$ cat config.mk
export PLATFORM = sky130hd
export DESIGN_NAME = occamy_regbus_rr_arbiter_flat
export DESIGN_NICKNAME = d
export VERILOG_FILES = /design/src/rtl/occamy_regbus_rr_arbiter_if.sv /design/src/rtl/occamy_regbus_rr_arbiter.sv /design/src/flat_wrapper.sv
export SDC_FILE = /design/constraint.sdc
export NUM_CORES = 1
export LEC_CHECK = 0
export ABC_AREA = 0
export BUFFER_PORTS_ARGS = -buffer_cell sky130_fd_sc_hd__buf_2
export CAP_MARGIN = 30
export CORE_AREA = 5 5 197 199
export DETAILED_ROUTE_END_ITERATION = 10
export DIE_AREA = 0 0 202 204
export SYNTH_ARGS = -nofsm -noshare
export SYNTH_HDL_FRONTEND = slang
export SYNTH_SLANG_ARGS = --single-unit
$ cat constraint.sdc
create_clock -name clk_i -period 1.9 [get_ports clk_i]
set_input_delay 0.19 -clock clk_i [delete_from_list [all_inputs] [get_ports clk_i]]
set_output_delay 0.19 -clock clk_i [all_outputs]
set_load 0.01 [all_outputs]
$ cat src/rtl/occamy_regbus_rr_arbiter_if.sv
// Register-bus bundle between NumReq requesters, the round-robin arbiter and one shared target.
// The master modport is the arbiter's view; slave is the environment driving requesters/target.
interface occamy_regbus_rr_arbiter_if #(
    parameter int unsigned NumReq    = 4,
    parameter int unsigned AddrWidth = 48,
    parameter int unsigned DataWidth = 32
);
    logic [NumReq-1:0]               slv_valid_i;
    logic [NumReq-1:0]               slv_write_i;
    logic [NumReq*AddrWidth-1:0]     slv_addr_i;
    logic [NumReq*DataWidth-1:0]     slv_wdata_i;
    logic [NumReq*DataWidth/8-1:0]   slv_wstrb_i;
    logic [NumReq-1:0]               slv_ready_o;
    logic [DataWidth-1:0]            slv_rdata_o;
    logic                            slv_error_o;
    logic                            mst_valid_o;
    logic                            mst_write_o;
    logic [AddrWidth-1:0]            mst_addr_o;
    logic [DataWidth-1:0]            mst_wdata_o;
    logic [DataWidth/8-1:0]          mst_wstrb_o;
    logic                            mst_ready_i;
    logic [DataWidth-1:0]            mst_rdata_i;
    logic                            mst_error_i;

    modport master (
        input  slv_valid_i, slv_write_i, slv_addr_i, slv_wdata_i, slv_wstrb_i,
        input  mst_ready_i, mst_rdata_i, mst_error_i,
        output slv_ready_o, slv_rdata_o, slv_error_o,
        output mst_valid_o, mst_write_o, mst_addr_o, mst_wdata_o, mst_wstrb_o
    );

    modport slave (
        output slv_valid_i, slv_write_i, slv_addr_i, slv_wdata_i, slv_wstrb_i,
        output mst_ready_i, mst_rdata_i, mst_error_i,
        input  slv_ready_o, slv_rdata_o, slv_error_o,
        input  mst_valid_o, mst_write_o, mst_addr_o, mst_wdata_o, mst_wstrb_o
    );
endinterface

$ cat src/rtl/occamy_regbus_rr_arbiter.sv
// Round-robin arbiter sharing one register-bus target between NumReq requesters, one transaction
// in flight, with a watchdog that answers a hung target with an error response.
module occamy_regbus_rr_arbiter #(
    parameter int unsigned NumReq        = 4,
    parameter int unsigned AddrWidth     = 48,
    parameter int unsigned DataWidth     = 32,
    parameter int unsigned TimeoutCycles = 256
) (
    input  logic                        clk_i,
    input  logic                        rst_i,
    occamy_regbus_rr_arbiter_if.master  bus,
    output logic                        timeout_o,
    output logic [15:0]                 timeout_cnt_o
);
    localparam int unsigned StrbWidth = DataWidth / 8;
    localparam int unsigned IdxWidth  = $clog2(NumReq);
    localparam int unsigned CntWidth  = (TimeoutCycles > 0) ? $clog2(TimeoutCycles + 1) : 1;
    localparam logic [IdxWidth-1:0] LastIdx = IdxWidth'(NumReq - 1);
    localparam logic [CntWidth-1:0] CntLast =
        (TimeoutCycles > 0) ? CntWidth'(TimeoutCycles - 1) : '0;

    typedef enum logic {StIdle, StBusy} state_e;

    state_e                state_q, state_d;
    logic [IdxWidth-1:0]   grant_q, grant_d;
    logic [IdxWidth-1:0]   ptr_q, ptr_d;
    logic [CntWidth-1:0]   cnt_q, cnt_d;
    logic [15:0]           tocnt_q, tocnt_d;

    logic [IdxWidth-1:0]   pick;
    logic                  pick_found;
    logic [IdxWidth-1:0]   ptr_next;
    logic                  gnt_valid;
    int unsigned           scan_idx;

    // First valid requester at or above the pointer, wrapping around.
    always_comb begin
        pick       = ptr_q;
        pick_found = 1'b0;
        scan_idx   = 0;
        for (int unsigned i = 0; i < NumReq; i++) begin
            scan_idx = 32'(ptr_q) + i;
            if (scan_idx >= NumReq) begin
                scan_idx = scan_idx - NumReq;
            end
            if (!pick_found && bus.slv_valid_i[scan_idx[IdxWidth-1:0]]) begin
                pick       = scan_idx[IdxWidth-1:0];
                pick_found = 1'b1;
            end
        end
    end

    assign ptr_next      = (grant_q == LastIdx) ? '0 : grant_q + IdxWidth'(1);
    assign gnt_valid     = bus.slv_valid_i[grant_q];
    assign timeout_cnt_o = tocnt_q;

    always_comb begin
        state_d         = state_q;
        grant_d         = grant_q;
        ptr_d           = ptr_q;
        cnt_d           = cnt_q;
        tocnt_d         = tocnt_q;
        bus.mst_valid_o = 1'b0;
        bus.mst_write_o = 1'b0;
        bus.mst_addr_o  = '0;
        bus.mst_wdata_o = '0;
        bus.mst_wstrb_o = '0;
        bus.slv_ready_o = '0;
        bus.slv_rdata_o = '0;
        bus.slv_error_o = 1'b0;
        timeout_o       = 1'b0;

        unique case (state_q)
            StIdle: begin
                cnt_d = '0;
                if (pick_found) begin
                    grant_d = pick;
                    state_d = StBusy;
                end
            end
            StBusy: begin
                bus.mst_valid_o = gnt_valid;
                bus.mst_write_o = bus.slv_write_i[grant_q];
                bus.mst_addr_o  = bus.slv_addr_i[grant_q*AddrWidth +: AddrWidth];
                bus.mst_wdata_o = bus.slv_wdata_i[grant_q*DataWidth +: DataWidth];
                bus.mst_wstrb_o = bus.slv_wstrb_i[grant_q*StrbWidth +: StrbWidth];
                if (!gnt_valid) begin
                    // Requester withdrew: drop the transaction silently, keep the pointer.
                    state_d = StIdle;
                    cnt_d   = '0;
                end else if (bus.mst_ready_i) begin
                    bus.slv_ready_o[grant_q] = 1'b1;
                    bus.slv_rdata_o          = bus.mst_rdata_i;
                    bus.slv_error_o          = bus.mst_error_i;
                    ptr_d                    = ptr_next;
                    state_d                  = StIdle;
                    cnt_d                    = '0;
                end else if (TimeoutCycles != 0 && cnt_q == CntLast) begin
                    bus.mst_valid_o          = 1'b0;
                    bus.slv_ready_o[grant_q] = 1'b1;
                    bus.slv_error_o          = 1'b1;
                    timeout_o                = 1'b1;
                    if (tocnt_q != 16'hFFFF) begin
                        tocnt_d = tocnt_q + 16'd1;
                    end
                    ptr_d   = ptr_next;
                    state_d = StIdle;
                    cnt_d   = '0;
                end else if (TimeoutCycles != 0) begin
                    cnt_d = cnt_q + CntWidth'(1);
                end
            end
            default: state_d = StIdle;
        endcase
    end

    always_ff @(posedge clk_i or posedge rst_i) begin
        if (rst_i) begin
            state_q <= StIdle;
            grant_q <= '0;
            ptr_q   <= '0;
            cnt_q   <= '0;
            tocnt_q <= '0;
        end else begin
            state_q <= state_d;
            grant_q <= grant_d;
            ptr_q   <= ptr_d;
            cnt_q   <= cnt_d;
            tocnt_q <= tocnt_d;
        end
    end
endmodule

$ cat src/flat_wrapper.sv
// flat-port wrapper written by rule: the top's interface ports become plain ports
module occamy_regbus_rr_arbiter_flat 
#(
    parameter int unsigned NumReq        = 4,
    parameter int unsigned AddrWidth     = 48,
    parameter int unsigned DataWidth     = 32,
    parameter int unsigned TimeoutCycles = 256
)
  (clk_i, rst_i, timeout_o, timeout_cnt_o, bus_slv_valid_i, bus_slv_write_i, bus_slv_addr_i, bus_slv_wdata_i, bus_slv_wstrb_i, bus_mst_ready_i, bus_mst_rdata_i, bus_mst_error_i, bus_slv_ready_o, bus_slv_rdata_o, bus_slv_error_o, bus_mst_valid_o, bus_mst_write_o, bus_mst_addr_o, bus_mst_wdata_o, bus_mst_wstrb_o);
  occamy_regbus_rr_arbiter_if #(.NumReq(NumReq), .AddrWidth(AddrWidth), .DataWidth(DataWidth)) bus_i ();
  input  logic clk_i;
  input  logic rst_i;
  output logic timeout_o;
  output logic [15:0] timeout_cnt_o;
  input wire logic [$bits(bus_i.slv_valid_i)-1:0] bus_slv_valid_i;
  input wire logic [$bits(bus_i.slv_write_i)-1:0] bus_slv_write_i;
  input wire logic [$bits(bus_i.slv_addr_i)-1:0] bus_slv_addr_i;
  input wire logic [$bits(bus_i.slv_wdata_i)-1:0] bus_slv_wdata_i;
  input wire logic [$bits(bus_i.slv_wstrb_i)-1:0] bus_slv_wstrb_i;
  input wire logic [$bits(bus_i.mst_ready_i)-1:0] bus_mst_ready_i;
  input wire logic [$bits(bus_i.mst_rdata_i)-1:0] bus_mst_rdata_i;
  input wire logic [$bits(bus_i.mst_error_i)-1:0] bus_mst_error_i;
  output wire logic [$bits(bus_i.slv_ready_o)-1:0] bus_slv_ready_o;
  output wire logic [$bits(bus_i.slv_rdata_o)-1:0] bus_slv_rdata_o;
  output wire logic [$bits(bus_i.slv_error_o)-1:0] bus_slv_error_o;
  output wire logic [$bits(bus_i.mst_valid_o)-1:0] bus_mst_valid_o;
  output wire logic [$bits(bus_i.mst_write_o)-1:0] bus_mst_write_o;
  output wire logic [$bits(bus_i.mst_addr_o)-1:0] bus_mst_addr_o;
  output wire logic [$bits(bus_i.mst_wdata_o)-1:0] bus_mst_wdata_o;
  output wire logic [$bits(bus_i.mst_wstrb_o)-1:0] bus_mst_wstrb_o;
  assign bus_i.slv_valid_i = bus_slv_valid_i;
  assign bus_i.slv_write_i = bus_slv_write_i;
  assign bus_i.slv_addr_i = bus_slv_addr_i;
  assign bus_i.slv_wdata_i = bus_slv_wdata_i;
  assign bus_i.slv_wstrb_i = bus_slv_wstrb_i;
  assign bus_i.mst_ready_i = bus_mst_ready_i;
  assign bus_i.mst_rdata_i = bus_mst_rdata_i;
  assign bus_i.mst_error_i = bus_mst_error_i;
  assign bus_slv_ready_o = bus_i.slv_ready_o;
  assign bus_slv_rdata_o = bus_i.slv_rdata_o;
  assign bus_slv_error_o = bus_i.slv_error_o;
  assign bus_mst_valid_o = bus_i.mst_valid_o;
  assign bus_mst_write_o = bus_i.mst_write_o;
  assign bus_mst_addr_o = bus_i.mst_addr_o;
  assign bus_mst_wdata_o = bus_i.mst_wdata_o;
  assign bus_mst_wstrb_o = bus_i.mst_wstrb_o;
  occamy_regbus_rr_arbiter #(.NumReq(NumReq), .AddrWidth(AddrWidth), .DataWidth(DataWidth), .TimeoutCycles(TimeoutCycles)) u_core (.clk_i(clk_i), .rst_i(rst_i), .bus(bus_i), .timeout_o(timeout_o), .timeout_cnt_o(timeout_cnt_o));
endmodule
==> reports/qor.yml, run 1 <==
detail-route-antenna-nets: 0
fmax_ghz: 0.4721
hp-class: "primary input to register"
place_area_mm2: 0.007916
crit_path_start_kind: "register"
outcome: "complete, but fails checks"
syn_nets: 777
cp_slowest_cell: "mux4_2"
drtIter0Drc: 341
drv_slew: 0
min_period_over_period: 1.115
clk_pin_slew_ns: 0.05
tightest_slew_ns: 0.4560
port_buffers: 519
clockRootBuffer: "clkbuf_16"
clk_latency_ns: 0.28
synthCells: 391
yosys.cell_types.count: 44
p_leak_nw: 4.387
cp_data_arrival_time_ns: 1.93
ys.flop_type: "dfrtp_1"
hold_viol: 0
crit_buf_inv: 3
grt_pass1_wl_mm: 37.90
fin_crit_ns: 2.118
place.gp.congestion: 0.8987
r2r_setup_slack_ns: 0
synth-edff-count: 0
start_util: 0.1185
cts.htree.levels: 2
firstDrtPassIters: 4
drv_cap: 0
dieHeight_um: 204
async_flop_share: 1.000
crit_fanout: 14
yosys_warnings: 0
syn_area_per_cell_um2: 11.23
viasPerCell: 4.097
wl_per_cell_um: 19.20
vdd_ir_drop_max_mv: 0.3866
grt_max_degree: 65
clock_sinks: 30
slew_headroom: 0.6960
path_cells: "buf_12 > buf_4 > mux4_2 > and2_1 > buf_2"
core_mm2: 0.03704
ys_ff_latch: 30
dp_hpwl_mm: 24.10
cts_tree: "done"
worstSetupEndpointType: "primary output"
final_util: 0.2305
violations: "setup timing"
wl_mm: 27.42
grt.total_usage: 0.1191
placementRows: 71
syn_to_final_growth_pct: 94.47
critical_path.max_stage_delay_ns: 0.54
num_io_pins: 520
drc: 0
antenna_found_initial: 13
worstHoldPathCells: 3
worstSetupPathType: "register to primary output"
cts_buffer_depth: 2
power_density_mw_per_mm2: 1078
drive_gt1_frac: 0.7621
nets: 1335
crit_family: "multiplexers"
first_global_vias: 6060
numCtsBuffers: 5
fp.dieW_um: 202
synth_area_mm2: 0.004390
worstPathRequired_ns: 1.71
r2r-start: "u_core.cnt_q[0]$_DFF_PP0_"
grt_overflow: 0
final.setup_skew_ns: 0.005986
worst_slack_ns: -0.2182
num_vias: 5851
die_area_mm2: 0.04121
hp-start: "bus_slv_valid_i[3]"
synth_seq_area_share: 0.1710
grt_setup_unrepaired: "true"
r2r_end: "u_core.timeout_cnt_o[1]$_DFFE_PP0P_"
finalSetupViolations: 125
fin_area_mm2: 0.008538
hold-path-endpoint: "u_core.state_q$_DFF_PP0_"
reg2reg_depth: 6
[cells by family after synthesis]
| group | synth area share |
|---|---|
| xor gates and xnor gates | 0.03591 |
| muxes | 0.4537 |
| buffers and inverters | 0.03990 |
| and+or+nand+nor | 0.2596 |
| AOI/OAI and AO/OA | 0.02280 |
| adders and majority gates | 0.01710 |
| DFF | 0.1710 |
[synth_stat cells, drive strengths merged, types with 4 or more instances]
cell,n,share of area
and3,37,0.053
xnor2,12,0.024
mux4,85,0.44
clkbuf,25,0.021
nor2,15,0.013
xor2,6,0.012
dfrtp,30,0.17
nand2,9,0.0077
and4,4,0.0080
o21ai,5,0.0057
and2,89,0.13
mux2,6,0.015
ha,6,0.017
buf,14,0.016
nand4,5,0.0071
nand3,9,0.011
[power breakdown]
| group | switching, mW | internal (mW) |
|---|---|---|
| registers | 0.0836 | 0.718 |
| clock network | 0.271 | 0.612 |
| logic | 3.36 | 4.15 |
| total | 3.72 | 5.48 |
[layout by cell type, fill, tap and decap left out, types with 3 or more instances in the layout]
cell type	count
diode_2	4
xor2_1	6
ha_1	5
and2_1	73
mux2_4	4
nand2_1	7
and2_4	16
dfrtp_1	27
nor2_1	13
nand4_1	5
inv_1	3
xnor2_1	12
buf_6	32
mux4_2	85
and4_1	4
buf_12	6
and3_1	36
o21ai_0	4
clkbuf_16	6
buf_4	49
nand2b_1	3
buf_2	501
nand3_1	8
[routing by layer]
metal / up-vias / part of all wire / track usage
li1: 2632 / - / -
met1: 2853 / 0.40 / 0.1530
met2: 341 / 0.49 / 0.2016
met3: 19 / 0.096 / 0.03951
met4: 6 / 0.0082 / 0.01392
met5: - / 0.0015 / 0
[flip-flops by register name, summed over array words and instances, names as in the netlist]
register and cells:
u_core.timeout_cnt_o 16, u_core.cnt_q 9, u_core.grant_q 2, u_core.ptr_q 2, u_core.state_q 1
[per-stage QoR]
stage | power (mW) | hold slack (ns) | std cells | setup slack, ns | setup TNS, ns
2_1_floorplan | 4.892 | 0.2808 | 391 | 0.009077 | 0
3_3_place_gp | 7.538 | 0.1477 | 1398 | -0.06345 | -0.3689
3_5_place_dp | 7.611 | 0.1547 | 1398 | -0.08935 | -0.7693
4_1_cts | 8.920 | 0.2908 | 1420 | -0.2183 | -18.46
5_1_grt | 9.790 | 0.3091 | 1426 | -0.2488 | -23.90
6_report | 9.201 | 0.2959 | 1428 | -0.2182 | -17.36
[worst max-delay path by stage]
stage / start / end / cells after the start
floorplan: u_core.cnt_q[0]$_DFF_PP0_ / u_core.timeout_cnt_o[15]$_DFFE_PP0P_ / 7
global placement: u_core.cnt_q[1]$_DFF_PP0_ / bus_slv_ready_o[0] / 7
detailed placement: u_core.cnt_q[1]$_DFF_PP0_ / u_core.ptr_q[0]$_DFFE_PP0P_ / 6
CTS: u_core.grant_q[1]$_DFFE_PP0P_ / bus_slv_error_o / 5
global route: u_core.grant_q[1]$_DFFE_PP0P_ / bus_slv_error_o / 5
finish: u_core.grant_q[0]$_DFFE_PP0P_ / bus_mst_addr_o[0] / 5
[tightest hold or removal path: stages]
cell     delay [ns]
buf_2          0.14
nor4_1         0.07
o21ai_0        0.13
[layout make-up]
| type | count | area [um^2] |
|---|---|---|
| Clock buffer | 5 | 125.1 |
| Multi-Input combinational cell | 319 | 3608 |
| Antenna cell | 4 | 10.01 |
| Tap cell | 474 | 593.1 |
| Fill cell | 4000 | 28510 |
| Inverter | 3 | 11.26 |
| Clock inverter | 3 | 40.04 |
| Sequential cell | 30 | 759.5 |
| Timing Repair Buffer | 590 | 3391 |
[what timing repair did]
action / 4_1_cts / 5_1_grt
cloned: 0 / 1
hold endpoints to repair: 7 / 0
hold buffers: 1 / 0
pin swaps: 5 / 10
setup endpoints to repair: 137 / 139
resized for setup: 36 / 32
buffers inserted: 13 / 5
No activity file was read; power rests on OpenSTA's default activity.
==> run 2: changes to the inputs <==
- PLACE_DENSITY_LB_ADDON: not set -> 0.12
==> reports/qor.yml, run 2 (synthesis gave the netlist of run 1 again) <==
critPathCapture: "bus_slv_error_o"  # was bus_mst_addr_o[0]
hold_ws_ns: -0.006345  # was 0.2959 ns
worst_slack_ns: -0.2075  # was -0.2182 ns
total_power_mw: 10.51  # was 9.201 mW
cts_hold_buf: 0  # was 1
r2r-start: "u_core.grant_q[1]$_DFFE_PP0P_"  # was u_core.cnt_q[0]$_DFF_PP0_
worstSetupPathType: "register to primary output"  # unchanged
firstDrtPassIters: 4  # unchanged
tightest_slew_ns: 0.6096  # was 0.4560 ns
path_cells: "mux2_2 > o211a_4 > buf_12 > a31o_2 > buf_2"  # was buf_12 > buf_4 > mux4_2 > and2_1 > buf_2
layout_common_cells: "buf_2 (463), mux4_2 (85), buf_6 (59)"  # was buf_2 (501), mux4_2 (85), and2_1 (73)
nets: 1328  # was 1335
grt_pass1_wl_mm: 40.91  # was 37.90 mm
finalSetupViolations: 123  # was 125
clk_latency_ns: 0.27  # was 0.28 ns
fp.dieW_um: 202  # unchanged
viasPerCell: 3.977  # was 4.097
cts.htree.levels: 2  # unchanged
crit_family: "compound AO/OA/AOI/OAI gates"  # was multiplexers
clk_pin_slew_ns: 0.05  # about the same
first_global_vias: 6031  # was 6060
slew_headroom: 0.5936  # was 0.6960
stdcell_count: 1419  # was 1428
min_period_over_period: 1.109  # was 1.115
p_leak_nw: 4.504  # was 4.387 nW
cts_tree: "done"  # unchanged
grt_overflow: 0  # unchanged
crit_buf_inv: 2  # was 3
crit_start: "u_core.grant_q[1]$_DFFE_PP0P_"  # was u_core.grant_q[0]$_DFFE_PP0P_
fmax_ghz: 0.4745  # was 0.4721 GHz
cts_buffer_depth: 2  # unchanged
reg2reg_depth: 6  # unchanged
vdd_ir_drop_max_mv: 0.5288  # was 0.3866 mV
start_util: 0.1185  # unchanged
drv_cap: 0  # unchanged
dpl.cell_count: 1392  # was 1398
power_density_mw_per_mm2: 1184  # was 1078 mW/mm^2
largest_reg_flops: 16  # unchanged
wl_mm: 29.27  # was 27.42 mm
critical_path.max_stage_delay_ns: 0.45  # was 0.54 ns
hold_viol: 4  # was 0
drtIter0Drc: 193  # was 341
dieHeight_um: 204  # unchanged
cp_slowest_cell: "dfrtp_4"  # was mux4_2
hp-class: "primary input to asynchronous set/reset pin"  # was primary input to register
n_fill_cell: 4115  # was 4000
die_area_mm2: 0.04121  # unchanged
clockRootBuffer: "clkbuf_16"  # unchanged
tns_ns: -15.79  # was -17.36 ns
wl_per_cell_um: 20.63  # was 19.20 um
port_buffers: 519  # unchanged
grt_setup_unrepaired: "true"  # unchanged
grt_max_degree: 67  # was 65
cp_data_arrival_time_ns: 1.92  # was 1.93 ns
final_util: 0.2398  # was 0.2305
layout_commonest_cell: "buf_2"  # unchanged
worstSetupEndpointType: "primary output"  # unchanged
core_mm2: 0.03704  # unchanged
crit_path_start_kind: "register"  # unchanged
outcome: "complete, but fails checks"  # unchanged
drc: 0  # unchanged
drv_slew: 0  # unchanged
crit_cells: 5  # unchanged
r2r_setup_slack_ns: 0.01  # was 0 ns
violations: "hold timing, setup timing"  # was setup timing
detail-route-antenna-nets: 0  # unchanged
fin_crit_ns: 2.108  # was 2.118 ns
num_vias: 5644  # was 5851
grt.total_usage: 0.1307  # was 0.1191
clock_sinks: 30  # unchanged
numCtsBuffers: 5  # unchanged
place.gp.congestion: 0.8352  # was 0.8987
crit_fanout: 34  # was 14
antenna_found_initial: 15  # was 13
placementRows: 71  # unchanged
syn_to_final_growth_pct: 102.3  # was 94.47%
drive_gt1_frac: 0.8070  # was 0.7621
dp_hpwl_mm: 25.55  # was 24.10 mm
num_io_pins: 520  # unchanged
final.setup_skew_ns: 0.002286  # was 0.005986 ns
r2r_end: "u_core.timeout_cnt_o[3]$_DFFE_PP0P_"  # was u_core.timeout_cnt_o[1]$_DFFE_PP0P_
worstPathRequired_ns: 1.71  # about the same
-- run 2: metrics by stage --
step,cell area [um^2],setup WS (ns)
after floorplan,4424,0.009077
after global placement,7921,-0.07195
after detailed placement,7921,-0.09273
after CTS,8537,-0.2355
after global routing,8884,-0.2755
final,8884,-0.2075
-- run 2: cell type report --
class                      instances  area (um^2)  area share
timing repair buffer             583         3637      0.4094
clock inverter                     2        60.06    0.006761
multi-input combinational        319         3676      0.4138
sequential                        30        759.5     0.08549
inverter                           3        13.76    0.001549
clock buffer                       6        138.9     0.01563
tap                              474        593.1     0.06676
antenna                            2        5.005   0.0005634
-- run 2: tightest hold or removal path: stages --
cell	delay, ns
buf_2	0.09
inv_1	0.04
buf_4	0.36
-- run 2: layer usage --
layer | share of wire | global-route usage | vias up | wire [um]
li1 | - | - | 2614 | -
met1 | 0.37 | 0.1518 | 2731 | 10800
met2 | 0.54 | 0.2474 | 253 | 15940
met3 | 0.072 | 0.03523 | 38 | 2100
met4 | 0.013 | 0.01514 | 8 | 372
met5 | 0.0020 | 0 | - | 59
-- run 2: how the worst min path moves through the flow --
stage | endpoint | cells after the start
final | u_core.timeout_cnt_o[6]$_DFFE_PP0P_ | 3
after global routing | u_core.timeout_cnt_o[6]$_DFFE_PP0P_ | 3
after CTS | u_core.timeout_cnt_o[0]$_DFFE_PP0P_ | 3
after detailed placement | u_core.timeout_cnt_o[5]$_DFFE_PP0P_ | 3
after global placement | u_core.timeout_cnt_o[6]$_DFFE_PP0P_ | 3
after floorplan | u_core.cnt_q[0]$_DFF_PP0_ | 1
-- run 2: repair_timing --
action | in CTS | in global routing
setup endpoints to repair | 131 | 137
buffers inserted | 12 | 5
hold endpoints to repair | 0 | 0
cloned | 3 | 0
pin swaps | 1 | 5
resized for setup | 58 | 100
-- run 2: power breakdown --
part / leakage (nW) / switching, mW / total (mW) / internal, mW
logic: 4.00 / 3.57 / 8.64 / 5.07
clock network: 0.0971 / 0.289 / 1.08 / 0.787
registers: 0.405 / 0.0843 / 0.801 / 0.717
